$ cat config.mk
export PLATFORM = sky130hd
export DESIGN_NAME = muldiv_seq_flat
export DESIGN_NICKNAME = d
export VERILOG_FILES = /design/src/rtl/muldiv_pkg.sv /design/src/rtl/muldiv_seq_if.sv /design/src/rtl/muldiv_seq.sv /design/src/flat_wrapper.sv
export SDC_FILE = /design/constraint.sdc
export NUM_CORES = 1
export LEC_CHECK = 0
export BUFFER_PORTS_ARGS = -buffer_cell sky130_fd_sc_hd__buf_4
export CORE_MARGIN = 4
export CORE_UTILIZATION = 55
export CTS_CLUSTER_SIZE = 20
export DETAILED_ROUTE_END_ITERATION = 10
export PLACE_DENSITY = 0.94
export SYNTH_ARGS = -nofsm -noshare
export SYNTH_HDL_FRONTEND = slang
export SYNTH_SLANG_ARGS = --single-unit
$ cat constraint.sdc
create_clock -name clk -period 6.2 [get_ports clk]
set_clock_uncertainty 0.1 [all_clocks]
set_input_delay 1.55 -clock clk [delete_from_list [all_inputs] [get_ports clk]]
set_output_delay 1.55 -clock clk [all_outputs]
set_load 0.02 [all_outputs]
$ cat src/rtl/muldiv_pkg.sv
// Shared definitions for the iterative multiply/divide sequencer:
// operation encodings, FSM states and the EX ALU opcodes it drives.
package muldiv_pkg;

  localparam int unsigned XLEN  = 32;
  localparam int unsigned CNT_W = $clog2(XLEN);

  localparam logic [3:0] ALU_ADD = 4'd0;
  localparam logic [3:0] ALU_SUB = 4'd1;

  typedef enum logic [2:0] {
    MD_MUL  = 3'b000,
    MD_DIVU = 3'b001,
    MD_REMU = 3'b010,
    MD_DIV  = 3'b011,
    MD_REM  = 3'b100
  } md_op_e;

  typedef enum logic [2:0] {
    S_IDLE  = 3'd0,
    S_PRE_A = 3'd1,
    S_PRE_B = 3'd2,
    S_ITER  = 3'd3,
    S_POST  = 3'd4,
    S_DONE  = 3'd5
  } md_state_e;

  // Remainder-type operations return the partial remainder instead of the quotient.
  function automatic logic op_is_rem(input logic [2:0] op);
    return (op == 3'(MD_REMU)) || (op == 3'(MD_REM));
  endfunction

endpackage

$ cat src/rtl/muldiv_seq_if.sv
// Pipeline/ALU-side bundle of the multiply/divide sequencer.
interface muldiv_seq_if;
  import muldiv_pkg::*;

  logic            Start;
  logic [2:0]      MdOp;
  logic [XLEN-1:0] SrcA;
  logic [XLEN-1:0] SrcB;
  logic            Flush;
  logic            Busy;
  logic            Done;
  logic [XLEN-1:0] Result;
  logic            Illegal;
  logic            AluSel;
  logic [XLEN-1:0] AluSrcA;
  logic [XLEN-1:0] AluSrcB;
  logic [3:0]      AluControl;
  logic [XLEN-1:0] AluResult;

  modport master (
    output Start, MdOp, SrcA, SrcB, Flush, AluResult,
    input  Busy, Done, Result, Illegal, AluSel, AluSrcA, AluSrcB, AluControl
  );

  modport slave (
    input  Start, MdOp, SrcA, SrcB, Flush, AluResult,
    output Busy, Done, Result, Illegal, AluSel, AluSrcA, AluSrcB, AluControl
  );
endinterface

$ cat src/rtl/muldiv_seq.sv
// Iterative MUL/DIVU/REMU sequencer sharing the EX ALU, one add/sub per cycle.
// Define MULDIV_SIGNED_EN to add signed DIV/REM (PRE_A/PRE_B/POST states).
module muldiv_seq
  import muldiv_pkg::*;
(
  input logic         clk,
  input logic         reset,
  muldiv_seq_if.slave bus
);

  md_state_e        r_state;
  logic [CNT_W-1:0] r_cnt;
  logic [XLEN-1:0]  r_acc;     // product accumulator / partial remainder
  logic [XLEN-1:0]  r_a;       // multiplicand / dividend-then-quotient
  logic [XLEN-1:0]  r_b;       // multiplier / divisor
  logic [2:0]       r_op;
  logic [XLEN-1:0]  r_result;
  logic             r_busy;
  logic             r_done;
  logic             r_illegal;
`ifdef MULDIV_SIGNED_EN
  logic             r_sign_q;
  logic             r_sign_r;
`endif

  logic            w_legal;
  logic            w_div0;
  logic            w_start_signed;
  logic            w_op_signed;
  logic            w_is_mul;
  logic [XLEN:0]   w_r33;
  logic            w_ge;
  logic [XLEN-1:0] w_rem_nxt;
  logic [XLEN-1:0] w_quo_nxt;
  logic [XLEN-1:0] w_iter_res;
  logic            w_alu_sel;
  logic [XLEN-1:0] w_alu_a;
  logic [XLEN-1:0] w_alu_b;
  logic [3:0]      w_alu_ctl;

`ifdef MULDIV_SIGNED_EN
  assign w_legal        = bus.MdOp <= 3'(MD_REM);
  assign w_start_signed = (bus.MdOp == 3'(MD_DIV)) || (bus.MdOp == 3'(MD_REM));
  assign w_op_signed    = (r_op == 3'(MD_DIV)) || (r_op == 3'(MD_REM));
`else
  assign w_legal        = bus.MdOp <= 3'(MD_REMU);
  assign w_start_signed = 1'b0;
  assign w_op_signed    = 1'b0;
`endif

  assign w_div0   = (bus.MdOp != 3'(MD_MUL)) && (bus.SrcB == '0);
  assign w_is_mul = r_op == 3'(MD_MUL);

  // Restoring-division step; the 33rd bit makes the compare exact.
  assign w_r33      = {r_acc, r_a[XLEN-1]};
  assign w_ge       = w_r33[XLEN] | (w_r33[XLEN-1:0] >= r_b);
  assign w_rem_nxt  = w_ge ? bus.AluResult : w_r33[XLEN-1:0];
  assign w_quo_nxt  = {r_a[XLEN-2:0], w_ge};
  assign w_iter_res = w_is_mul ? bus.AluResult : (op_is_rem(r_op) ? w_rem_nxt : w_quo_nxt);

  // Operand steering into the shared EX ALU.
  always_comb begin
    w_alu_sel = 1'b0;
    w_alu_a   = '0;
    w_alu_b   = '0;
    w_alu_ctl = ALU_ADD;
    case (r_state)
      S_ITER: begin
        w_alu_sel = 1'b1;
        if (w_is_mul) begin
          w_alu_a = r_acc;
          w_alu_b = r_b[0] ? r_a : '0;
        end else begin
          w_alu_a   = w_r33[XLEN-1:0];
          w_alu_b   = r_b;
          w_alu_ctl = ALU_SUB;
        end
      end
`ifdef MULDIV_SIGNED_EN
      S_PRE_A: begin
        w_alu_sel = 1'b1;
        w_alu_b   = r_a;
        w_alu_ctl = ALU_SUB;
      end
      S_PRE_B: begin
        w_alu_sel = 1'b1;
        w_alu_b   = r_b;
        w_alu_ctl = ALU_SUB;
      end
      S_POST: begin
        w_alu_sel = 1'b1;
        w_alu_b   = op_is_rem(r_op) ? r_acc : r_a;
        w_alu_ctl = ALU_SUB;
      end
`endif
      default: ;
    endcase
  end

  always_ff @(posedge clk) begin
    if (reset) begin
      r_state   <= S_IDLE;
      r_cnt     <= '0;
      r_acc     <= '0;
      r_a       <= '0;
      r_b       <= '0;
      r_op      <= '0;
      r_result  <= '0;
      r_busy    <= 1'b0;
      r_done    <= 1'b0;
      r_illegal <= 1'b0;
`ifdef MULDIV_SIGNED_EN
      r_sign_q  <= 1'b0;
      r_sign_r  <= 1'b0;
`endif
    end else begin
      r_done    <= 1'b0;
      r_illegal <= 1'b0;
      if (r_state != S_IDLE && bus.Flush) begin
        r_state <= S_IDLE;
        r_busy  <= 1'b0;
      end else begin
        case (r_state)
          S_IDLE: begin
            if (bus.Start) begin
              if (!w_legal) begin
                r_illegal <= 1'b1;
              end else begin
                r_op   <= bus.MdOp;
                r_a    <= bus.SrcA;
                r_b    <= bus.SrcB;
                r_acc  <= '0;
                r_cnt  <= CNT_W'(XLEN - 1);
                r_busy <= 1'b1;
                if (w_div0) begin
                  r_state  <= S_DONE;
                  r_done   <= 1'b1;
                  r_result <= op_is_rem(bus.MdOp) ? bus.SrcA : '1;
                end else if (w_start_signed) begin
                  r_state <= S_PRE_A;
                end else begin
                  r_state <= S_ITER;
                end
              end
            end
          end
          S_ITER: begin
            if (w_is_mul) begin
              r_acc <= bus.AluResult;
              r_a   <= r_a << 1;
              r_b   <= r_b >> 1;
            end else begin
              r_acc <= w_rem_nxt;
              r_a   <= w_quo_nxt;
            end
            r_cnt <= r_cnt - CNT_W'(1);
            if (r_cnt == '0) begin
              if (w_op_signed) begin
                r_state <= S_POST;
              end else begin
                r_state  <= S_DONE;
                r_done   <= 1'b1;
                r_result <= w_iter_res;
              end
            end
          end
`ifdef MULDIV_SIGNED_EN
          S_PRE_A: begin
            if (r_a[XLEN-1]) r_a <= bus.AluResult;
            r_sign_r <= r_a[XLEN-1];
            r_state  <= S_PRE_B;
          end
          S_PRE_B: begin
            if (r_b[XLEN-1]) r_b <= bus.AluResult;
            r_sign_q <= r_sign_r ^ r_b[XLEN-1];
            r_state  <= S_ITER;
          end
          S_POST: begin
            if (op_is_rem(r_op)) r_result <= r_sign_r ? bus.AluResult : r_acc;
            else                 r_result <= r_sign_q ? bus.AluResult : r_a;
            r_state <= S_DONE;
            r_done  <= 1'b1;
          end
`endif
          S_DONE: begin
            r_state <= S_IDLE;
            r_busy  <= 1'b0;
          end
          default: begin
            r_state <= S_IDLE;
            r_busy  <= 1'b0;
          end
        endcase
      end
    end
  end

  assign bus.Busy       = r_busy;
  assign bus.Done       = r_done;
  assign bus.Result     = r_result;
  assign bus.Illegal    = r_illegal;
  assign bus.AluSel     = w_alu_sel;
  assign bus.AluSrcA    = w_alu_a;
  assign bus.AluSrcB    = w_alu_b;
  assign bus.AluControl = w_alu_ctl;

endmodule
$ cat src/flat_wrapper.sv
// flat-port wrapper written by rule: the top's interface ports become plain ports
module muldiv_seq_flat import muldiv_pkg::*;
  (clk, reset, bus_Start, bus_MdOp, bus_SrcA, bus_SrcB, bus_Flush, bus_AluResult, bus_Busy, bus_Done, bus_Result, bus_Illegal, bus_AluSel, bus_AluSrcA, bus_AluSrcB, bus_AluControl);
  muldiv_seq_if bus_i ();
  input logic clk;
  input logic reset;
  input wire logic [$bits(bus_i.Start)-1:0] bus_Start;
  input wire logic [$bits(bus_i.MdOp)-1:0] bus_MdOp;
  input wire logic [$bits(bus_i.SrcA)-1:0] bus_SrcA;
  input wire logic [$bits(bus_i.SrcB)-1:0] bus_SrcB;
  input wire logic [$bits(bus_i.Flush)-1:0] bus_Flush;
  input wire logic [$bits(bus_i.AluResult)-1:0] bus_AluResult;
  output wire logic [$bits(bus_i.Busy)-1:0] bus_Busy;
  output wire logic [$bits(bus_i.Done)-1:0] bus_Done;
  output wire logic [$bits(bus_i.Result)-1:0] bus_Result;
  output wire logic [$bits(bus_i.Illegal)-1:0] bus_Illegal;
  output wire logic [$bits(bus_i.AluSel)-1:0] bus_AluSel;
  output wire logic [$bits(bus_i.AluSrcA)-1:0] bus_AluSrcA;
  output wire logic [$bits(bus_i.AluSrcB)-1:0] bus_AluSrcB;
  output wire logic [$bits(bus_i.AluControl)-1:0] bus_AluControl;
  assign bus_i.Start = bus_Start;
  assign bus_i.MdOp = bus_MdOp;
  assign bus_i.SrcA = bus_SrcA;
  assign bus_i.SrcB = bus_SrcB;
  assign bus_i.Flush = bus_Flush;
  assign bus_i.AluResult = bus_AluResult;
  assign bus_Busy = bus_i.Busy;
  assign bus_Done = bus_i.Done;
  assign bus_Result = bus_i.Result;
  assign bus_Illegal = bus_i.Illegal;
  assign bus_AluSel = bus_i.AluSel;
  assign bus_AluSrcA = bus_i.AluSrcA;
  assign bus_AluSrcB = bus_i.AluSrcB;
  assign bus_AluControl = bus_i.AluControl;
  muldiv_seq u_core (.clk(clk), .reset(reset), .bus(bus_i));
endmodule
==> reports/metrics.yaml <==
placement:
  hpwl_mm: 19.6
  place_area_um2: 10200
  place.gp.congestion: 0.882
  io_buffer_count: 203
critical_path:
  ff2ff_setup_slack_ns: 2.03
  path_class: "input pin to flip-flop"
  endpoint: "u_core.bus.Result[14]"
  endpoint_kind: "flip-flop"
  r2r-start: "u_core.r_state[2]"
  cp-startpoint: "bus_SrcB[19]"
  reg2reg_depth: 10
  regToRegEndpoint: "u_core.bus.Result[14]"
  path_max_fanout: 18
  worst_ep_required_time_ns: 6.41
  cp_data_arrival_time_ns: 4.82
  startpoint_type: "input pin"
sta:
  setup_tns_ns: 0
  tightestPinTransition_ns: 1.32
  finalHoldViolations: 0
  slew_violations: 0
  max_slew_margin_pct: 12.3
  finalCritPeriodShare_pct: 74.3
  fmax_ghz: 0.217
  rsz0062_at_grt: "no"
  setup_violations: 0
  finalCriticalPeriod_ns: 4.61
route:
  viasPerCell: 6.27
  ant_nets: 0
  drt-total-wl_mm: 29.4
  via_count: 9666
  wl_per_cell_um: 19.1
  drt_iter0_markers: 1355
  firstDrtPassIters: 6
  drc: 0
pwr:
  power_density_nw_per_um2: 224
  p_leak_nw: 4.65
  peakVddDrop_mv: 0.202
layout:
  fin_area_um2: 10800
  diodes: 0
  final_core_util_pct: 70.6
  layout_commonest_cell: "nand2_1"
  nets: 1454
  drive_above_1_share_pct: 20.9
  final_cell_mix: "nand2_1, buf_4, dfxtp_1"
  synthToLayoutAreaGrowth_pct: 25.1
floorplanning:
  dieArea_um2: 17800
  die_w_um: 133
  coreArea_um2: 15300
  dieHeight_um: 133
  rows: 45
  ioPinCount: 207
  start_util_pct: 56.5
clocking:
  clk_pin_slew_worst_paths_ns: 0.06
  clk_path_buf_depth: 2
  cts_root_buf: "clkbuf_16"
  numClockSinks: 142
  htree_num_levels: 4
  post_cts_buffers: 0
  cts_hold_buf: 0
  insertion_delay_ns: 0.44
  cts_tree: "done"
  cts_inserted_buffers: 17
  cts_resized: 0
grt:
  grt_usage_pct: 31.9
  grt_max_degree: 79
  grt_overflow: 0
  grt_pass1_wl_mm: 46.3
  grt_pass1_vias: 9215
  antenna_found_initial: 0
worst_hold_path:
  min_from: "u_core.bus.Busy"
  hold_class: "flip-flop to flip-flop"
yosys:
  yosysUniqueCellTypes: 58
  ys_seq_elements: 142
  synth_cells: 1163
  synth_largest_area_cell: "dfxtp_1"
  mappedNetlistArea_um2: 8650
  yosys_warnings: 0
  synthDominantCellAreaShare_pct: 32.9
  ys_dominant_reg_cell: "dfxtp_1"
  synth_edf_count: 0
  synthTopCellsByArea: "dfxtp_1, nand2_1, mux2i_1"
  syn_avg_cell_area_um2: 7.44
  async_flop_share_pct: 0
  yosysSeqAreaShare_pct: 32.9
run:
  maxCapViolCount: 0
status:
  run_status: "completed"
[how the worst min path moves through the flow]
stage / to / cells past startpoint
final: u_core.bus.Busy / 2
after global placement: u_core.r_acc[31] / 2
after detailed placement: u_core.r_acc[31] / 2
after floorplan: u_core.r_acc[31] / 2
after global routing: u_core.r_cnt[4] / 1
after CTS: u_core.r_acc[31] / 2
[layout make-up]
class                      count  area [µm²]
multi-input combinational    837        5060
fill                        1178        4500
sequential                   142        2840
timing repair buffer         220        1650
clock buffer                  21         460
inverter                      99         372
tap                          211         264
clock inverter                11         163
[flip-flops by register name, indices dropped and copies added, names as in the netlist]
register,count
u_core.r_b,32
u_core.bus.Busy,1
u_core.bus.Done,1
u_core.r_op,3
u_core.bus.Result,32
u_core.r_state,3
u_core.r_acc,32
u_core.r_cnt,5
u_core.bus.Illegal,1
u_core.r_a,32
[per-layer routing]
metal / part of all wire [%] / global-route usage [%] / vias to the layer above
met1: 38 / 39.2 / 4490
met3: 10 / 6.57 / 122
met2: 47 / 52.7 / 682
met4: 4.5 / 16.7 / 0
li1: - / - / 4372
met5: 0 / 0 / -
[through the flow]
stage	setup WS (ns)	power [mW]	cells	hold WS [ns]
after floorplan	2.75	1.21	1165	0.341
after global placement	1.52	1.32	1509	0.356
after detailed placement	1.42	1.33	1509	0.378
after CTS	1.75	2.41	1541	0.384
after global routing	1.54	2.50	1541	0.408
final	1.59	2.42	1541	0.395
[where the power goes]
group          total (mW)  internal, mW  switching [mW]
combinational       0.331         0.137           0.194
clock                1.10         0.692           0.404
sequential          0.994         0.952          0.0421
[synth_stat cells (6+ instances only)]
| cell | count |
|---|---|
| o21ai_0 | 8 |
| a21oi_1 | 115 |
| o21ai_1 | 61 |
| dfxtp_1 | 142 |
| ha_1 | 34 |
| buf_1 | 6 |
| clkbuf_1 | 58 |
| a22oi_1 | 32 |
| nand3_1 | 25 |
| nor4_1 | 8 |
| nand2_1 | 242 |
| nand3_2 | 9 |
| nand4_1 | 7 |
| inv_1 | 99 |
| buf_2 | 11 |
| mux2i_1 | 64 |
| a311oi_1 | 65 |
| nor2_1 | 88 |
| a22o_1 | 30 |
| buf_4 | 6 |
[worst max-delay path, stage by stage]
cell and delay, ns:
buf_4 0.11, nor4_1 0.65, o311ai_0 0.28, or3_4 0.43
a211oi_4 0.85, buf_4 0.45, nand3_1 0.17, o21ai_1 0.24
a21oi_1 0.08
[kinds of logic after synthesis]
logic type / share of synthesized area, %
adder cells (fa/ha/maj): 4.92
flip-flops: 32.9
XOR/XNOR: 0.405
multiplexers: 7.41
buffers and inverters: 9.14
AND/OR/NAND/NOR: 19.8
other: 0.0434
AO/OA/AOI/OAI: 25.4
Power figures use the tool's default switching activity.
